### src/rtl/spike_dispatcher.sv
// spike_dispatcher: replays filtered spike addresses to the core as AER events.
// Optional ACK watchdog enabled with `define SPIKE_DISPATCH_TIMEOUT_EN.
`timescale 1ns/1ps

module spike_dispatcher #(
  parameter int N       = 256,
  parameter int CNT_W   = 16,
  parameter int TIMEOUT = 1023,
  localparam int M      = $clog2(N),
  localparam int AW     = 2*M+1
) (
  input  logic             CLK,
  input  logic             RSTN,
  input  logic             enable_i,
  output logic             FIFO_r_en_o,
  input  logic [M-1:0]     FIFO_r_data_i,
  input  logic             FIFO_empty_i,
  input  logic             filter_done_i,
  output logic             AERIN_REQ_o,
  input  logic             AERIN_ACK_i,
  output logic [AW-1:0]    AERIN_ADDR_o,
  output logic [CNT_W-1:0] event_cnt_o,
  output logic             tick_done_o,
  output logic             busy_o,
  output logic             timeout_err_o
);

  localparam logic [2:0] S_IDLE   = 3'd0;
  localparam logic [2:0] S_POP    = 3'd1;
  localparam logic [2:0] S_LOAD   = 3'd2;
  localparam logic [2:0] S_REQ    = 3'd3;
  localparam logic [2:0] S_ACKLOW = 3'd4;
  localparam logic [2:0] S_DONE   = 3'd5;
  localparam logic [2:0] S_HOLD   = 3'd6;

  localparam logic [CNT_W-1:0] CNT_MAX = '1;

  logic [2:0]       state_q, state_d;
  logic [AW-1:0]    addr_q, addr_d;
  logic [CNT_W-1:0] cnt_q, cnt_d;
  logic             ren_q, ren_d;
  logic             req_q, req_d;
  logic             tick_q, tick_d;
  logic             busy_q, busy_d;

`ifdef SPIKE_DISPATCH_TIMEOUT_EN
  localparam int TW = $clog2(TIMEOUT+1);
  localparam logic [TW-1:0] TO_LAST = TW'(TIMEOUT-1);

  logic [TW-1:0] to_q, to_d;
  logic          terr_q, terr_d;
`endif

  // Next-state, address capture and event counting.
  always_comb begin
    state_d = state_q;
    addr_d  = addr_q;
    cnt_d   = cnt_q;
`ifdef SPIKE_DISPATCH_TIMEOUT_EN
    to_d    = to_q;
    terr_d  = terr_q;
`endif
    case (state_q)
      S_IDLE: begin
        // Pop wins over done; done needs no enable.
        if (enable_i && !FIFO_empty_i) begin
          state_d = S_POP;
        end else if (filter_done_i && FIFO_empty_i) begin
          state_d = S_DONE;
        end
      end
      S_POP: begin
        state_d = S_LOAD;
      end
      S_LOAD: begin
        addr_d  = {1'b0, FIFO_r_data_i, {M{1'b1}}};
        state_d = S_REQ;
`ifdef SPIKE_DISPATCH_TIMEOUT_EN
        to_d    = '0;
`endif
      end
      S_REQ: begin
        if (AERIN_ACK_i) begin
          state_d = S_ACKLOW;
`ifdef SPIKE_DISPATCH_TIMEOUT_EN
        end else if (to_q == TO_LAST) begin
          // Core never answered: drop the event.
          state_d = S_IDLE;
          terr_d  = 1'b1;
        end else begin
          to_d = to_q + 1'b1;
`endif
        end
      end
      S_ACKLOW: begin
        if (!AERIN_ACK_i) begin
          state_d = S_IDLE;
          if (cnt_q != CNT_MAX) begin
            cnt_d = cnt_q + 1'b1;
          end
        end
      end
      S_DONE: begin
        state_d = S_HOLD;
      end
      S_HOLD: begin
        // Count stays visible until the filter
        // starts the next tick.
        if (!filter_done_i) begin
          cnt_d   = '0;
          state_d = S_IDLE;
        end
      end
      default: begin
        state_d = S_IDLE;
      end
    endcase
  end

  // Output strobes decoded from the next state so they are flop outputs.
  always_comb begin
    ren_d  = (state_d == S_POP);
    req_d  = (state_d == S_REQ);
    tick_d = (state_d == S_DONE);
    busy_d = (state_d != S_IDLE) &&
             (state_d != S_HOLD);
  end

  // State and output registers with synchronous reset.
  always_ff @(posedge CLK) begin
    if (!RSTN) begin
      state_q <= S_IDLE;
      addr_q  <= '0;
      cnt_q   <= '0;
      ren_q   <= 1'b0;
      req_q   <= 1'b0;
      tick_q  <= 1'b0;
      busy_q  <= 1'b0;
    end else begin
      state_q <= state_d;
      addr_q  <= addr_d;
      cnt_q   <= cnt_d;
      ren_q   <= ren_d;
      req_q   <= req_d;
      tick_q  <= tick_d;
      busy_q  <= busy_d;
    end
  end

`ifdef SPIKE_DISPATCH_TIMEOUT_EN
  // ACK watchdog counter and sticky error flag.
  always_ff @(posedge CLK) begin
    if (!RSTN) begin
      to_q   <= '0;
      terr_q <= 1'b0;
    end else begin
      to_q   <= to_d;
      terr_q <= terr_d;
    end
  end

  assign timeout_err_o = terr_q;
`else
  logic unused_timeout;
  assign unused_timeout = (TIMEOUT != 0);
  assign timeout_err_o  = 1'b0;
`endif

  assign FIFO_r_en_o  = ren_q;
  assign AERIN_REQ_o  = req_q;
  assign AERIN_ADDR_o = addr_q;
  assign event_cnt_o  = cnt_q;
  assign tick_done_o  = tick_q;
  assign busy_o       = busy_q;

endmodule
### config.mk
export PLATFORM = sky130hd
export DESIGN_NAME = spike_dispatcher
export DESIGN_NICKNAME = d
export VERILOG_FILES = /design/src/rtl/spike_dispatcher.sv
export SDC_FILE = /design/constraint.sdc
export NUM_CORES = 1
export LEC_CHECK = 0
export CAP_MARGIN = 10
export CORE_MARGIN = 5
export CORE_UTILIZATION = 42
export DETAILED_ROUTE_END_ITERATION = 10
export HOLD_SLACK_MARGIN = 0.05
export PLACE_DENSITY = 0.79
export SYNTH_ARGS = -nofsm -noshare
export SYNTH_HDL_FRONTEND = slang
export SYNTH_SLANG_ARGS = --single-unit
### constraint.sdc
create_clock -name CLK -period 1.85 [get_ports CLK]
set_input_delay 0.2775 -clock CLK [delete_from_list [all_inputs] [get_ports CLK]]
set_output_delay 0.2775 -clock CLK [all_outputs]
set_load 0.01 [all_outputs]
Word-level counts from Yosys, hierarchy flattened:

Cells that the tools add are included.
W data, S select, Z words.

* reduce and logical (&&, ||, !) cells: 8
* equal/unequal tests: 14
* muxes and demuxes: 10
* add/subtract/negate cells: 1

Operators by type and width (count)
* $mux W16: 3
* $pmux W16 S2: 1
* $pmux W3 S7: 1
* $add A16 B1 Y16 const B: 1
* $ne A16 B16 Y1 const B: 1
* $mux W3: 5
* $eq A3 B3 Y1 const B: 4
* $eq A3 B2 Y1 const B: 3
* $eq A3 B1 Y1 const B: 2
* $ne A2 B2 Y1 const B: 3
* $reduce_and A4 Y1: 1
* $logic_and A1 B1 Y1: 3
* $logic_not A3 Y1: 1
* $ne A3 B3 Y1 const B: 1
* $reduce_bool A3 Y1: 1
* $reduce_bool A2 Y1: 1
* $logic_not A1 Y1: 1

* bits of input ports: 14
* output and inout port bits: 38
* word-level logic and storage cells: 40
* register bits: 39

Longest topological paths before layout:

* depth after elaboration: 6
* mapped depth: 7

Worst setup path before layout:

Ideal clock, no wire load.

* path type: register to register
* start: register cnt_q[0], in the netlist event_cnt_o[0]
* end: register cnt_q[5], in the netlist event_cnt_o[5]
* stages on the path, launching flop included: 7
* path buffers: 0
* path slack: -0.114 ns
* arrival time: 1.846 ns
* library setup time: 0.119 ns
* cell sequence: dfxtp_1 -> ha_1 -> nand3_1 -> or4_4 -> o21ai_4 -> nor2_1 -> o221a_2

* word-level cells in the longest chain between the ends: 4

RTL lines
* from (decl): line 40 `logic [CNT_W-1:0] cnt_q, cnt_d;`
* from (signal assigned): line 142 `cnt_q <= cnt_d;`
* $add A16 B1 Y16: line 99 `cnt_d = cnt_q + 1'b1;`
* $mux W16: line 98 `if (cnt_q != CNT_MAX) begin`
* $mux W16: line 96 `if (!AERIN_ACK_i) begin`
* $pmux W16 S2: line 63 `case (state_q)`

Parallel ways exist; a longest one is shown, timed or not. The select of a mux whose other input is x is not followed.
A chain may end at the register's enable or synchronous reset.

Worst setup path after layout:

* start: register cnt_q[1], in the netlist event_cnt_o[1]
* end: register cnt_q[14], in the netlist event_cnt_o[14]

The elaborated chain is that of the path after synthesis.

==> impl_metrics.json <==
{
  "min_period_ns": 1.79,
  "yosys_warnings": 0,
  "tritoncts": "built",
  "rr_worst_depth": 7,
  "timing.final.max_slew_violations": 0,
  "power_report.internal_total_mw": 1.19,
  "cts_buffers": 5,
  "vdd_drop_max_mv": 0.363,
  "detail_route.drc_violations": 0,
  "synth_area_per_cell_um2": 8.81,
  "antenna_cells": 0,
  "critPathKind": "reg2reg",
  "initial_antenna_violation_count": 0,
  "number_of_global_route_vias_before_repair": 1568,
  "seq_power_share_pct": 46.0,
  "final_common_cell": "sky130_fd_sc_hd__clkdlybuf4s50_1",
  "sw_frac_of_total_pct": 28.4,
  "clock_pin_slew_on_the_worst_setup_and_hold_paths_ns": 0.07,
  "crit-reg2reg-launch": "event_cnt_o[1]",
  "cp_data_required_time_ns": 2.07,
  "initialDrtViolationCount": 125,
  "utilization_pct": 66.6,
  "fill_cells": 323,
  "ys_ff_latch": 32,
  "total_leakage_power_nw": 0.922,
  "largest_driver_fanout_on_the_critical_path": 2,
  "min_to": "AERIN_ADDR_o[12]",
  "synth_edf_count": 0,
  "synthesis.instances": 188,
  "global_route.overflow_total": 0,
  "area_growth_syn_to_layout_pct": 50.5,
  "synthDominantAreaCellType": "sky130_fd_sc_hd__dfxtp_1",
  "vias_per_cell": 5.33,
  "width_of_the_die_um": 72.8,
  "die_height_um": 72.8,
  "fmax_mhz": 558,
  "hold_path.startpoint": "AERIN_ADDR_o[12]",
  "detail_route.wl_per_cell_um": 14.2,
  "num_vias": 1664,
  "net-switching-power_mw": 0.472,
  "cts_hold_repair.buffers": 0,
  "timing.critical_path.from_type": "flop",
  "hold_viol": 0,
  "maxCapViolCount": 0,
  "first_pass_grt_wire_length_mm": 7.22,
  "type_of_destination_of_the_critical_path": "flop",
  "gp_congestion": 0.818,
  "post_synth_instance_area_um2": 1660,
  "drt_pre_antenna_iters": 4,
  "finalSetupViolCount": 0,
  "die_area_um2": 5300,
  "yosys_cell_types": 46,
  "floorplan.initialDensity_pct": 44.3,
  "ys.flop_type": "sky130_fd_sc_hd__dfxtp_1",
  "most-common-layout-cells": "49 x sky130_fd_sc_hd__clkdlybuf4s50_1, 34 x sky130_fd_sc_hd__buf_4, 27 x sky130_fd_sc_hd__dfxtp_1, 27 x sky130_fd_sc_hd__nor2_1, 15 x sky130_fd_sc_hd__nand2_1",
  "rows": 22,
  "floorplan.core_area_um2": 3740,
  "min-delay-path-class": "reg2reg",
  "run_status": "completed",
  "grt_use_total_pct": 17.4,
  "ant_nets": 0,
  "dp_cells": 300,
  "multiInputGateArea_um2": 917,
  "ys_async_sr_fraction_pct": 0,
  "power_frac_clock_pct": 32.8,
  "period_share_pct": 96.9,
  "synthTopCellsByArea": "sky130_fd_sc_hd__dfxtp_1 39%, sky130_fd_sc_hd__nor2_1 6.1%, sky130_fd_sc_hd__mux2i_1 6.0%",
  "worst_ep_arrival_time_ns": 2.01,
  "drive_above_1_share_pct": 27.3,
  "num_clock_sinks": 32,
  "ff_latch_area_um2": 652,
  "regToRegEndpoint": "event_cnt_o[14]",
  "clk_path_buf_depth": 2,
  "io-pin-count": 52,
  "cts.htree.levels": 2,
  "skew_ns": 0.00440,
  "clk_root_buf": "sky130_fd_sc_hd__clkbuf_8",
  "placement.io_buffers": 49,
  "fin_cells": 312,
  "reg2reg_setup_slack_ns": 0.06,
  "yosys.area.top_type_share_pct": 38.7,
  "largest_net_degree_at_the_start_of_global_routing": 13,
  "hold_path_depth": 2,
  "dp_hpwl_mm": 3.13,
  "power.density_cell_area_nw_per_um2": 667,
  "worst_skew_pair.late_latency_ns": 0.29,
  "routed_wire_length_mm": 4.43,
  "nets": 278,
  "p_comb_share_pct": 21.3,
  "synth_sequential_area_ratio_pct": 38.7
}
-- timing repair --
item                                    in CTS  in global routing
gates cloned                                 1                  0
pin swaps                                    1                  6
endpoints found under the setup margin       4                 12
buffers inserted                             0                  3
resized for setup                            0                  8
-- worst max-delay path, stage by stage (launching register included) --
cell	delay [ns]
sky130_fd_sc_hd__dfxtp_4	0.36
sky130_fd_sc_hd__ha_4	0.13
sky130_fd_sc_hd__nand3_2	0.09
sky130_fd_sc_hd__buf_4	0.16
sky130_fd_sc_hd__nor4_4	0.26
sky130_fd_sc_hd__nand4_1	0.16
sky130_fd_sc_hd__or3b_1	0.40
sky130_fd_sc_hd__a31oi_1	0.16
-- cells by family after synthesis --
family | count (synthesis) | synth area share [%]
buffers and inverters | 22 | 9.21
other | 1 | 0.226
adder cells (fa/ha/maj) | 1 | 0.755
AO/OA/AOI/OAI | 42 | 18.3
flip-flops | 32 | 38.7
multiplexers | 10 | 6.04
AND/OR/NAND/NOR | 80 | 26.8
-- sequential cells by signal, summed over array words and instances, names as in the netlist --
name,cells
AERIN_ADDR_o,9
FIFO_r_en_o,1
state_q,3
busy_o,1
AERIN_REQ_o,1
tick_done_o,1
event_cnt_o,16
-- Yosys cell counts, types with 2 or more instances --
master / count
sky130_fd_sc_hd__nand3_1: 5
sky130_fd_sc_hd__nand4_1: 3
sky130_fd_sc_hd__buf_4: 9
sky130_fd_sc_hd__mux2i_1: 10
sky130_fd_sc_hd__or3b_2: 3
sky130_fd_sc_hd__nor2b_1: 2
sky130_fd_sc_hd__nor2_1: 27
sky130_fd_sc_hd__or3b_1: 2
sky130_fd_sc_hd__a31oi_1: 3
sky130_fd_sc_hd__and3_1: 4
sky130_fd_sc_hd__o21ai_0: 11
sky130_fd_sc_hd__inv_1: 4
sky130_fd_sc_hd__a21oi_1: 12
sky130_fd_sc_hd__o221a_2: 6
sky130_fd_sc_hd__clkbuf_1: 4
sky130_fd_sc_hd__o211ai_1: 3
sky130_fd_sc_hd__nand2_1: 15
sky130_fd_sc_hd__nor3_1: 5
sky130_fd_sc_hd__dfxtp_1: 32
sky130_fd_sc_hd__buf_2: 2
-- through the flow --
| stage | power [mW] | TNS (ns) | hold WS [ns] | worst slack [ns] | instance area, um^2 |
|---|---|---|---|---|---|
| global placement | 1.12 | -0.110 | 0.475 | -0.0389 | 2340 |
| floorplan | 0.981 | 0 | 0.425 | 0.0110 | 1690 |
| CTS | 1.67 | 0 | 0.503 | 0.0278 | 2440 |
| detailed placement | 1.12 | -0.256 | 0.482 | -0.0536 | 2340 |
| global route | 1.75 | -0.0594 | 0.544 | -0.0577 | 2490 |
| finish | 1.66 | 0 | 0.498 | 0.0569 | 2490 |
-- power groups by stage --
stage | combinational (mW) | clock [mW] | sequential, mW
after floorplan | 0.201 | 0 | 0.780
after global placement | 0.345 | 0 | 0.776
after global routing | 0.383 | 0.594 | 0.771
after detailed placement | 0.348 | 0 | 0.777
after CTS | 0.352 | 0.561 | 0.761
final | 0.354 | 0.545 | 0.764
-- layout make-up --
| type | count | area share (%) |
|---|---|---|
| clock buffer | 5 | 2.76 |
| clock inverter | 3 | 0.953 |
| inverter | 4 | 0.602 |
| multi-input combinational | 136 | 36.8 |
| sequential | 32 | 26.1 |
| tap | 48 | 2.41 |
| timing repair buffer | 84 | 30.4 |
-- metal layers --
| layer | up-vias | wire length [um] | GRT usage, % |
|---|---|---|---|
| met5 | - | 0 | 0 |
| met2 | 49 | 2110 | 26.9 |
| met3 | 11 | 263 | 4.96 |
| met1 | 788 | 1950 | 22.7 |
| met4 | 0 | 104 | 7.38 |
| li1 | 816 | - | - |
-- worst max path at each step --
stage / start / endpoint / slack [ns] / cells after the start
6_report: event_cnt_o[1] / event_cnt_o[14] / 0.06 / 7
5_1_grt: event_cnt_o[1] / event_cnt_o[14] / -0.06 / 7
4_1_cts: event_cnt_o[1] / event_cnt_o[14] / 0.03 / 7
3_5_place_dp: AERIN_ACK_i / event_cnt_o[1] / -0.05 / 6
3_3_place_gp: AERIN_ACK_i / event_cnt_o[9] / -0.04 / 5
2_1_floorplan: event_cnt_o[1] / event_cnt_o[2] / 0.01 / 6
(Power assumes the default switching activity.)
